==> src/rtl/mul_rr_arbiter_pkg.sv <==
// Shared types and widths for the multiplier arbiter.
// Used by the interface, the picker, the multiplier and the top.
package mul_arb_pkg;

  localparam int unsigned OPERAND_W = 32;
  localparam int unsigned PRODUCT_W = 64;

  typedef enum logic [1:0] {
    StIdle = 2'd0,
    StMul  = 2'd1,
    StHold = 2'd2
  } arb_state_e;

endpackage

==> src/rtl/mul_rr_arbiter_if.sv <==
// Request/response bundle for mul_rr_arbiter.
// slave: the arbiter side. master: the requesters plus the response consumer.
interface mul_rr_arbiter_if
  import mul_arb_pkg::*;
#(
  parameter int unsigned NUM_REQ = 4,
  parameter int unsigned ID_W    = $clog2(NUM_REQ)
) ();

  logic [NUM_REQ-1:0]           req_valid;
  logic [NUM_REQ-1:0]           req_ready;
  logic [NUM_REQ*OPERAND_W-1:0] req_a;
  logic [NUM_REQ*OPERAND_W-1:0] req_b;
  logic                         rsp_valid;
  logic                         rsp_ready;
  logic [PRODUCT_W-1:0]         rsp_product;
  logic [ID_W-1:0]              rsp_id;

  modport master (
    output req_valid, req_a, req_b, rsp_ready,
    input  req_ready, rsp_valid, rsp_product, rsp_id
  );

  modport slave (
    input  req_valid, req_a, req_b, rsp_ready,
    output req_ready, rsp_valid, rsp_product, rsp_id
  );

endinterface

==> src/rtl/mul_rr_arbiter_rr_picker.sv <==
// Combinational round-robin picker: first set request at or above ptr_i,
// wrapping around. idx_o is zero when no request is set.
module rr_picker #(
  parameter int unsigned NumReq = 4,
  parameter int unsigned IdW    = $clog2(NumReq)
) (
  input  logic [NumReq-1:0] req_i,
  input  logic [IdW-1:0]    ptr_i,
  output logic              any_o,
  output logic [IdW-1:0]    idx_o
);

  // Scan NumReq positions starting at the pointer; keep the first hit.
  always_comb begin
    logic           found;
    logic [IdW-1:0] idx;
    int unsigned    j;
    found = 1'b0;
    idx   = '0;
    j     = 0;
    for (int unsigned k = 0; k < NumReq; k++) begin
      j = (32'(ptr_i) + k) % NumReq;
      if (!found && req_i[IdW'(j)]) begin
        found = 1'b1;
        idx   = IdW'(j);
      end
    end
    any_o = found;
    idx_o = idx;
  end

endmodule

==> src/rtl/mul_rr_arbiter_wallace.sv <==
// 32x32 unsigned Wallace-tree multiplier, purely combinational.
// Partial-product rows are reduced with word-wide 3:2 carry-save layers
// (32->22->15->10->7->5->4->3->2) and a final carry-propagate add.
module wallace_mul32
  import mul_arb_pkg::*;
(
  input  logic [OPERAND_W-1:0] a_i,
  input  logic [OPERAND_W-1:0] b_i,
  output logic [PRODUCT_W-1:0] p_o
);

  localparam int unsigned Rows   = OPERAND_W;
  localparam int unsigned IdxW   = $clog2(Rows);
  localparam int unsigned Stages = 8;

  // Build partial products, compress layer by layer, then add the last two rows.
  always_comb begin
    logic [PRODUCT_W-1:0] rows [Rows];
    logic [PRODUCT_W-1:0] nxt  [Rows];
    logic [PRODUCT_W-1:0] x, y, z, maj;
    int unsigned          cnt, n, groups;

    for (int unsigned i = 0; i < Rows; i++) begin
      rows[i] = b_i[i] ? (PRODUCT_W'(a_i) << i) : '0;
      nxt[i]  = '0;
    end
    cnt    = Rows;
    n      = 0;
    groups = 0;
    x      = '0;
    y      = '0;
    z      = '0;
    maj    = '0;

    for (int unsigned s = 0; s < Stages; s++) begin
      n      = 0;
      groups = cnt / 3;
      for (int unsigned i = 0; i < Rows; i++) begin
        nxt[i] = '0;
      end
      // Each full triple of rows becomes a sum row and a shifted carry row.
      for (int unsigned g = 0; g < Rows / 3; g++) begin
        x   = rows[IdxW'(3 * g)];
        y   = rows[IdxW'(3 * g + 1)];
        z   = rows[IdxW'(3 * g + 2)];
        maj = (x & y) | (x & z) | (y & z);
        if (g < groups) begin
          nxt[IdxW'(n)]     = x ^ y ^ z;
          nxt[IdxW'(n + 1)] = {maj[PRODUCT_W-2:0], 1'b0};
          n                 = n + 2;
        end
      end
      // Rows left over after the last full triple pass straight through.
      for (int unsigned r = 0; r < Rows; r++) begin
        if (r >= 3 * groups && r < cnt) begin
          nxt[IdxW'(n)] = rows[r];
          n             = n + 1;
        end
      end
      rows = nxt;
      cnt  = n;
    end

    p_o = rows[0] + rows[1];
  end

endmodule

==> src/rtl/mul_rr_arbiter.sv <==
// Round-robin arbiter sharing one Wallace-tree multiplier among NUM_REQ
// requesters. Grant -> operand registers -> product register -> held response.
// Optional build macro MUL_RR_ARBITER_STATS_EN adds a 32-bit handshake counter
// on port op_count.
module mul_rr_arbiter
  import mul_arb_pkg::*;
#(
  parameter int unsigned NUM_REQ = 4,
  localparam int unsigned ID_W   = $clog2(NUM_REQ)
) (
  input  logic            clk,
  input  logic            rst_n,
  mul_rr_arbiter_if.slave bus
`ifdef MUL_RR_ARBITER_STATS_EN
  ,
  output logic [31:0]     op_count
`endif
);

  arb_state_e           state_q, state_d;
  logic [ID_W-1:0]      rr_ptr_q, rr_ptr_d;
  logic [ID_W-1:0]      id_q, id_d;
  logic [ID_W-1:0]      rsp_id_q, rsp_id_d;
  logic [OPERAND_W-1:0] op_a_q, op_a_d;
  logic [OPERAND_W-1:0] op_b_q, op_b_d;
  logic [PRODUCT_W-1:0] rsp_product_q, rsp_product_d;
  logic [PRODUCT_W-1:0] mul_p;
  logic [NUM_REQ-1:0]   req_ready_d;
  logic                 any_req;
  logic                 grant_en;
  logic [ID_W-1:0]      pick_idx;

  logic [OPERAND_W-1:0] req_a_arr [NUM_REQ];
  logic [OPERAND_W-1:0] req_b_arr [NUM_REQ];

  for (genvar i = 0; i < NUM_REQ; i++) begin : g_unpack
    assign req_a_arr[i] = bus.req_a[OPERAND_W*i +: OPERAND_W];
    assign req_b_arr[i] = bus.req_b[OPERAND_W*i +: OPERAND_W];
  end

  rr_picker #(
    .NumReq (NUM_REQ),
    .IdW    (ID_W)
  ) u_picker (
    .req_i (bus.req_valid),
    .ptr_i (rr_ptr_q),
    .any_o (any_req),
    .idx_o (pick_idx)
  );

  wallace_mul32 u_mul (
    .a_i (op_a_q),
    .b_i (op_b_q),
    .p_o (mul_p)
  );

  // Next state and grant decision; a grant is possible from IDLE, or from HOLD
  // in the same cycle the response is accepted.
  always_comb begin
    state_d  = state_q;
    grant_en = 1'b0;
    unique case (state_q)
      StIdle: begin
        if (any_req) begin
          grant_en = 1'b1;
          state_d  = StMul;
        end
      end
      StMul: begin
        state_d = StHold;
      end
      StHold: begin
        if (bus.rsp_ready) begin
          if (any_req) begin
            grant_en = 1'b1;
            state_d  = StMul;
          end else begin
            state_d = StIdle;
          end
        end
      end
      default: begin
        state_d = StIdle;
      end
    endcase
  end

  // Datapath next values: latch the granted operands, capture the product in MUL.
  always_comb begin
    rr_ptr_d      = rr_ptr_q;
    op_a_d        = op_a_q;
    op_b_d        = op_b_q;
    id_d          = id_q;
    rsp_product_d = rsp_product_q;
    rsp_id_d      = rsp_id_q;
    req_ready_d   = '0;
    if (grant_en) begin
      req_ready_d[pick_idx] = 1'b1;
      op_a_d                = req_a_arr[pick_idx];
      op_b_d                = req_b_arr[pick_idx];
      id_d                  = pick_idx;
      // Just-served requester drops to lowest priority.
      rr_ptr_d              = (pick_idx == ID_W'(NUM_REQ - 1)) ? '0 : pick_idx + 1'b1;
    end
    if (state_q == StMul) begin
      rsp_product_d = mul_p;
      rsp_id_d      = id_q;
    end
  end

  // State and datapath registers; reset discards any in-flight operation.
  always_ff @(posedge clk or negedge rst_n) begin
    if (!rst_n) begin
      state_q       <= StIdle;
      rr_ptr_q      <= '0;
      op_a_q        <= '0;
      op_b_q        <= '0;
      id_q          <= '0;
      rsp_product_q <= '0;
      rsp_id_q      <= '0;
    end else begin
      state_q       <= state_d;
      rr_ptr_q      <= rr_ptr_d;
      op_a_q        <= op_a_d;
      op_b_q        <= op_b_d;
      id_q          <= id_d;
      rsp_product_q <= rsp_product_d;
      rsp_id_q      <= rsp_id_d;
    end
  end

  assign bus.req_ready   = req_ready_d;
  assign bus.rsp_valid   = (state_q == StHold);
  assign bus.rsp_product = rsp_product_q;
  assign bus.rsp_id      = rsp_id_q;

`ifdef MUL_RR_ARBITER_STATS_EN
  logic [31:0] op_count_q, op_count_d;
  logic        handshake;

  assign handshake = (state_q == StHold) && bus.rsp_ready;

  // Count accepted responses; wraps naturally at 2^32.
  always_comb begin
    op_count_d = op_count_q;
    if (handshake) begin
      op_count_d = op_count_q + 32'd1;
    end
  end

  // Handshake counter register.
  always_ff @(posedge clk or negedge rst_n) begin
    if (!rst_n) begin
      op_count_q <= '0;
    end else begin
      op_count_q <= op_count_d;
    end
  end

  assign op_count = op_count_q;
`endif

endmodule

==> src/flat_wrapper.sv <==
// flat-port wrapper written by rule: the top's interface ports become plain ports
module mul_rr_arbiter_flat import mul_arb_pkg::*;
#(
  parameter int unsigned NUM_REQ = 4,
  localparam int unsigned ID_W   = $clog2(NUM_REQ)
)
  (clk, rst_n, bus_req_valid, bus_req_a, bus_req_b, bus_rsp_ready, bus_req_ready, bus_rsp_valid, bus_rsp_product, bus_rsp_id);
  mul_rr_arbiter_if #(.NUM_REQ(NUM_REQ)) bus_i ();
  input  logic clk;
  input  logic rst_n;
  input wire logic [$bits(bus_i.req_valid)-1:0] bus_req_valid;
  input wire logic [$bits(bus_i.req_a)-1:0] bus_req_a;
  input wire logic [$bits(bus_i.req_b)-1:0] bus_req_b;
  input wire logic [$bits(bus_i.rsp_ready)-1:0] bus_rsp_ready;
  output wire logic [$bits(bus_i.req_ready)-1:0] bus_req_ready;
  output wire logic [$bits(bus_i.rsp_valid)-1:0] bus_rsp_valid;
  output wire logic [$bits(bus_i.rsp_product)-1:0] bus_rsp_product;
  output wire logic [$bits(bus_i.rsp_id)-1:0] bus_rsp_id;
  assign bus_i.req_valid = bus_req_valid;
  assign bus_i.req_a = bus_req_a;
  assign bus_i.req_b = bus_req_b;
  assign bus_i.rsp_ready = bus_rsp_ready;
  assign bus_req_ready = bus_i.req_ready;
  assign bus_rsp_valid = bus_i.rsp_valid;
  assign bus_rsp_product = bus_i.rsp_product;
  assign bus_rsp_id = bus_i.rsp_id;
  mul_rr_arbiter #(.NUM_REQ(NUM_REQ)) u_core (.clk(clk), .rst_n(rst_n), .bus(bus_i));
endmodule
==> config.mk <==
export PLATFORM = sky130hd
export DESIGN_NAME = mul_rr_arbiter_flat
export DESIGN_NICKNAME = d
export VERILOG_FILES = /design/src/rtl/mul_rr_arbiter_pkg.sv /design/src/rtl/mul_rr_arbiter_if.sv /design/src/rtl/mul_rr_arbiter_rr_picker.sv /design/src/rtl/mul_rr_arbiter_wallace.sv /design/src/rtl/mul_rr_arbiter.sv /design/src/flat_wrapper.sv
export SDC_FILE = /design/constraint.sdc
export NUM_CORES = 2
export LEC_CHECK = 0
export ABC_AREA = 1
export BUFFER_PORTS_ARGS = -buffer_cell sky130_fd_sc_hd__buf_2
export CAP_MARGIN = 20
export CORE_MARGIN = 8
export CORE_UTILIZATION = 55
export DETAILED_ROUTE_END_ITERATION = 7
export GPL_ROUTABILITY_DRIVEN = 0
export PLACE_DENSITY_LB_ADDON = 0.2
export SLEW_MARGIN = 20
export SYNTH_ARGS = -nofsm -noshare
export SYNTH_HDL_FRONTEND = slang
export SYNTH_SLANG_ARGS = --single-unit
==> constraint.sdc <==
create_clock -name clk -period 7.5 [get_ports clk]
set_clock_uncertainty 0.15 [all_clocks]
set_input_delay 1.125 -clock clk [delete_from_list [all_inputs] [get_ports clk]]
set_output_delay 1.125 -clock clk [all_outputs]
set_load 0.1 [all_outputs]
After elaboration in Yosys (flattened, before gate mapping)
Cells that the tools add are included.
Word-level totals
  logic and storage cells: 309
  input bits: 263
  bits in registers: 136
  output and inout bits: 71
Cells by class
  multiplexer cells: 65
  order comparisons: 7
  eq/ne operators: 5
  bitwise logic cells: 211
  add/subtract/negate cells: 5
  reductions and logical operators: 9
Operators with widths (count)
  63-bit bitwise AND: 42
  63-bit bitwise OR: 30
  64-bit XOR: 26
  32-bit 2-to-1 mux: 5
  32-bit binary-select mux with 2-bit select: 2
  63-bit by 37-bit bitwise OR with 63-bit output: 2
  56-bit by 58-bit bitwise AND with 58-bit output: 2
  53-bit by 55-bit bitwise AND with 55-bit output: 2
  47-bit by 49-bit bitwise AND with 49-bit output: 2
  44-bit by 46-bit bitwise AND with 46-bit output: 2
  46-bit bitwise OR: 2
  38-bit by 40-bit bitwise AND with 40-bit output: 2
  35-bit by 37-bit bitwise AND with 37-bit output: 2
  64-bit adder: 1
  37-bit by 64-bit XOR with 64-bit output: 1
  61-bit by 64-bit XOR with 64-bit output: 1
  64-bit by 41-bit XOR with 64-bit output: 1
  64-bit by 46-bit XOR with 64-bit output: 1
  64-bit by 50-bit XOR with 64-bit output: 1
  64-bit by 51-bit XOR with 64-bit output: 1
  64-bit by 55-bit XOR with 64-bit output: 1
  64-bit by 59-bit XOR with 64-bit output: 1
  64-bit by 62-bit XOR with 64-bit output: 1
  64-bit by 63-bit XOR with 64-bit output: 1
  138 further kinds: 170

Longest topological paths before layout
  depth in word-level cells: 26
  depth in mapped cells: 32
  mapped depth without buffers: 30

By module
From an unflattened synthesis, not the netlist that was laid out.
Second synthesis, totals
  cell total of the unflattened synthesis: 6135
  area total of the unflattened synthesis: 43578.0 sq um
By module, submodules not included
  wallace_mul32: seq. area each 0.0 sq um, times used 1, area an instance 34931.0 sq um, cells an instance 4733
  mul_rr_arbiter: seq. area each 3403.3 sq um, times used 1, area an instance 8328.0 sq um, cells an instance 1343
  rr_picker: seq. area each 0.0 sq um, times used 1, area an instance 319.1 sq um, cells an instance 59

Worst setup path after synthesis
Ideal clock, no wire load.
  kind: register to register
  start point: register u_core.op_a_q[11]
  end point: register u_core.rsp_product_q[61], in the netlist u_core.bus.rsp_product[61]
  cell stages (with the launch flop): 29
  slack: 0.942 ns
  setup time: 0.120 ns
  clock period less this slack: 6.558 ns
  arrival: 6.288 ns
  required time: 7.230 ns
  buffers on the path: 2
  path through: dfrtp_1 clkbuf_1 clkbuf_1 nand2_1 inv_1 fa_1 fa_1 inv_1 fa_1 inv_1 fa_1 fa_1 inv_1 fa_1 fa_1 fa_1 inv_1 ha_1 nand2_1 nor2_1 inv_1 nor3_1 nand2_1 nor3_1 nand2_1 nand3_1 nand2_1 nand3_1 nand2_1
On the way
  longest elaborated chain between the ends: 26
  elaborated cells on any way between the ends: 243
  those cells by class: 1 x add/sub; 32 x mux; 210 x bitwise
Ends and longest elaborated chain
  from (decl): line mul_rr_arbiter.sv:24  | logic [OPERAND_W-1:0] op_a_q, op_a_d;
  from (signal assigned): line mul_rr_arbiter.sv:124  | op_a_q <= op_a_d;
  32-bit 2-to-1 mux, or another cell as far along: line mul_rr_arbiter_wallace.sv:24  | rows[i] = b_i[i] ? (PRODUCT_W'(a_i) << i) : '0;
  32-bit by 33-bit bitwise AND with 33-bit output or 32-bit by 34-bit bitwise AND with 34-bit output (tied branches): line mul_rr_arbiter_wallace.sv:46  | maj = (x & y) | (x & z) | (y & z);
  33-bit by 34-bit bitwise OR with 34-bit output: line mul_rr_arbiter_wallace.sv:46
  34-bit bitwise OR: line mul_rr_arbiter_wallace.sv:46
  34-bit by 35-bit bitwise AND with 35-bit output: line mul_rr_arbiter_wallace.sv:46
  63-bit by 37-bit bitwise OR with 63-bit output (2 in a row): line mul_rr_arbiter_wallace.sv:46
  63-bit bitwise AND: line mul_rr_arbiter_wallace.sv:46
  63-bit bitwise OR (2 in a row): line mul_rr_arbiter_wallace.sv:46
  [4 not listed]
  63-bit bitwise OR (2 in a row): line mul_rr_arbiter_wallace.sv:46
  63-bit bitwise AND: line mul_rr_arbiter_wallace.sv:46
  63-bit bitwise OR (2 in a row): line mul_rr_arbiter_wallace.sv:46
  63-bit bitwise AND: line mul_rr_arbiter_wallace.sv:46
  63-bit bitwise OR (2 in a row): line mul_rr_arbiter_wallace.sv:46
  63-bit bitwise AND: line mul_rr_arbiter_wallace.sv:46
  63-bit bitwise OR (2 in a row): line mul_rr_arbiter_wallace.sv:46
  64-bit adder *: line mul_rr_arbiter_wallace.sv:64  | p_o = rows[0] + rows[1];
  to (signal assigned): line mul_rr_arbiter.sv:127  | rsp_product_q <= rsp_product_d;
  to (decl): line mul_rr_arbiter.sv:26  | logic [PRODUCT_W-1:0] rsp_product_q, rsp_product_d;
Every way passes the cells marked *; elsewhere a longest branch is shown, timed or not.
A chain may end at the register's enable or synchronous reset.

Worst setup path in the final report
  start point: register u_core.op_a_q[1]
  end point: register u_core.rsp_product_q[60], in the netlist u_core.bus.rsp_product[60]
The elaborated chain is that of the path after synthesis.

==> metrics.md <==
| Metric | Value |
|---|---|
| Yosys reg bits | 136 |
| Rel. slew slack | 33.30% |
| F_max | 138.5 MHz |
| Hold Crit Class | flop to flop |
| Hold Worst Slack | 0.2987 ns |
| CTS clk-pin slew, worst paths | 0.07 ns |
| Share of layout cells above drive strength 1 | 9.237% |
| Die area | 87100 um^2 |
| Syn Std Cell Area | 42850 um^2 |
| Most area-hungry cell type in the Yosys netlist | fa_1 |
| Cells after synthesis | 5927 |
| Final Hold Viols | 0 |
| Area contributors post-synth | fa_1 (42%), nand2_1 (17%), inv_1 (16%) |
| Slew @ Worst Pin | 0.9944 ns |
| Max Slew Vio Count | 0 |
| Grt ovf | 0 |
| CP required | 7.71 ns |
| Post-CTS Setup Inserts | 0 |
| Drt first pass iters | 7 |
| CP max FO | 19 |
| Vias | 35680 |
| CTS tree | built |
| Status | completed |
| # DRC | 0 |
| Global-route wire length before repair | 196700 um |
| Initial antenna violation count | 0 |
| GRT Total Usage | 28.31% |
| CP Capture Type | flop |
| H-tree Lvls | 4 |
| Syn Nets | 7316 |
| Final worst slack | 0.2789 ns |
| Tmin final | 7.221 ns |
| Longest Clk Path Bufs | 2 |
| First DRT Iteration DRCs | 2240 |
| Finish-stage setup viols | 0 |
| Clk sinks | 136 |
| Root Driver | clkbuf_16 |
| Remaining antenna violation count | 0 |
| Reg area | 3442 um^2 |
| Vias in the first global route | 38200 |
| Core area | 77340 um^2 |
| # fillers | 7201 |
| Buffers on Ports | 333 |
| Max_cap viols | 0 |
| Syn Area/Cell | 7.230 um^2 |
| Post-DP HPWL | 101700 um |
| Clock Latency Late Sink | 0.48 ns |
| Vias per Instance | 4.993 |
| Area growth, synth to finish | 8.905% |
| Final wirelength | 119000 um |
| Final period util | 96.28% |
| Routed length per instance | 16.66 um |
| Share of the synthesized area in the top cell type | 42.42% |
| Final TNS setup | 0 ns |
| Post-synth cell types | 38 |
| Die width | 295.1 um |
| Largest net degree at the start of global routing | 93 |
| Final nets | 7482 |
| Final core utilization | 60.35% |
| Clock buffer count from CTS | 17 |
| Crit path launch type | flop |
| Io pins | 334 |
| Seq/Total Area, Yosys | 7.941% |
| Synth warnings | 0 |
| CP Data Arrival Time | 7.43 ns |
| Dpl ws | 0.1274 ns |
| Die Ht | 295.1 um |
| Area of the multi-input gates | 31400 um^2 |
| Core Rows | 102 |
| Starting density of the core | 55.41% |
| Worst setup path class | flop to flop |
-- cell families (layout without fill, tap and decap cells) --
group,count (synthesis),after routing,synth area share (%)
xor gates and xnor gates,13,13,0.2657
other,0,1,0
adders and majority gates,1126,1126,48.78
buffers and inverters,2133,2312,18.86
AOI/OAI and AO/OA,123,123,1.521
DFF,136,136,7.941
and+or+nand+nor,2396,2396,22.63
-- what timing repair did --
item                       CTS  global route
resized for setup            0            35
hold buffers                 0             0
setup endpoints to repair    0            27
-- cell usage after synthesis, drive strengths merged --
cell / count
o21bai: 8
dfrtp: 136
nor3: 10
o21a: 2
ha: 218
and2: 1
xnor2: 11
nand3b: 38
nand4: 17
nor2: 103
nor4: 1
or2: 42
o31ai: 1
inv: 1805
o21ai: 43
o22ai: 1
xor2: 2
fa: 908
nand2b: 1
a21oi: 64
a21boi: 1
a31oi: 2
clkbuf: 287
a21o: 1
buf: 40
nand3: 288
clkinv: 1
nand2: 1895
-- worst max-delay path: stages, from the launching register on --
cell and delay [ns]:
dfrtp_1 0.61, buf_4 0.28, buf_4 0.21, nand2_1 0.09
inv_1 0.06, fa_1 0.42, fa_1 0.52, inv_1 0.06
fa_1 0.46, fa_1 0.52, fa_1 0.57, fa_1 0.43
fa_1 0.57, inv_1 0.07, ha_1 0.27, ha_1 0.37
nand2_1 0.12, nor2_1 0.23, nand2_1 0.14, nor2_1 0.22
nand2_1 0.08, nand3_1 0.20, nand3_1 0.18, nand2_1 0.11
nand2_1 0.05, nand3_1 0.06, nand2_1 0.07
-- routing by layer --
layer	part of all wire, %	up-vias	GRT usage, %
met5	0	-	0
met4	4.8	0	12.29
met3	5.8	288	3.723
met2	50	1251	49.88
met1	39	17390	34.84
li1	-	16760	-
-- registers in the layout, summed over array words and instances, names as in the netlist --
signal and count:
u_core.id_q 2, u_core.bus.rsp_id 2, u_core.bus.rsp_product 64, u_core.op_a_q 32, u_core.op_b_q 32, u_core.rr_ptr_q 2
u_core.state_q 2
-- final timing paths --
path | start | cells after the start | to | slack (ns)
worst max-delay path | u_core.op_a_q[1] | 26 | u_core.bus.rsp_product[60] | 0.28
worst min-delay path | u_core.state_q[1] | 1 | u_core.state_q[1] | 0.30
worst max register to register | u_core.op_a_q[1] | 26 | u_core.bus.rsp_product[60] | 0.28
worst min register to register | u_core.state_q[1] | 1 | u_core.state_q[1] | 0.30
max in group asynchronous | rst_n | 2 | u_core.op_b_q[27] | 5.24
min in group asynchronous | rst_n | 1 | u_core.state_q[1] | 0.52
-- cell usage in the layout, fill, tap and decap left out, types with 2 or more instances in the layout --
| master | Yosys | final |
|---|---|---|
| a21oi_1 | 64 | 64 |
| a31oi_1 | 2 | 2 |
| buf_12 | 0 | 34 |
| buf_2 | 30 | 332 |
| buf_4 | 2 | 107 |
| clkbuf_16 | 0 | 17 |
| clkinvlp_4 | 0 | 2 |
| dfrtp_1 | 136 | 107 |
| dfrtp_2 | 0 | 28 |
| fa_1 | 908 | 908 |
| ha_1 | 218 | 217 |
| inv_1 | 1801 | 1800 |
| inv_2 | 4 | 5 |
| inv_6 | 0 | 5 |
| inv_8 | 0 | 4 |
| nand2_1 | 1890 | 1887 |
| nand2_2 | 5 | 7 |
| nand3_1 | 287 | 287 |
| nand3b_1 | 38 | 38 |
| nand4_1 | 17 | 17 |
| nor2_1 | 100 | 98 |
| nor2_2 | 1 | 3 |
| nor2_4 | 2 | 2 |
| nor3_1 | 10 | 9 |
| o21a_1 | 2 | 2 |
| o21ai_0 | 42 | 41 |
| o21ai_1 | 1 | 2 |
| o21bai_1 | 8 | 8 |
| or2_0 | 34 | 34 |
| or2_2 | 8 | 8 |
| xnor2_1 | 11 | 11 |
| xor2_1 | 2 | 2 |
-- area by class of cell --
class | count | share of cell area (%)
clock inverters | 14 | 0.3324
inverters | 1806 | 14.53
well taps | 1040 | 2.788
flip-flops and latches | 136 | 7.375
diodes | 1 | 0.005362
clock buffers | 18 | 0.9410
repair buffers | 474 | 6.764
multi-input cells | 3658 | 67.27
-- through the flow --
stage,cell area (um^2),std cells
finish,46670,7147
global route,46670,7146
CTS,46620,7146
detailed placement,46020,7114
global placement,46020,7114
floorplan,42850,5927
Power is not shown: default switching activity piles up to over one toggle a cycle in this logic, so the estimate is an artifact.
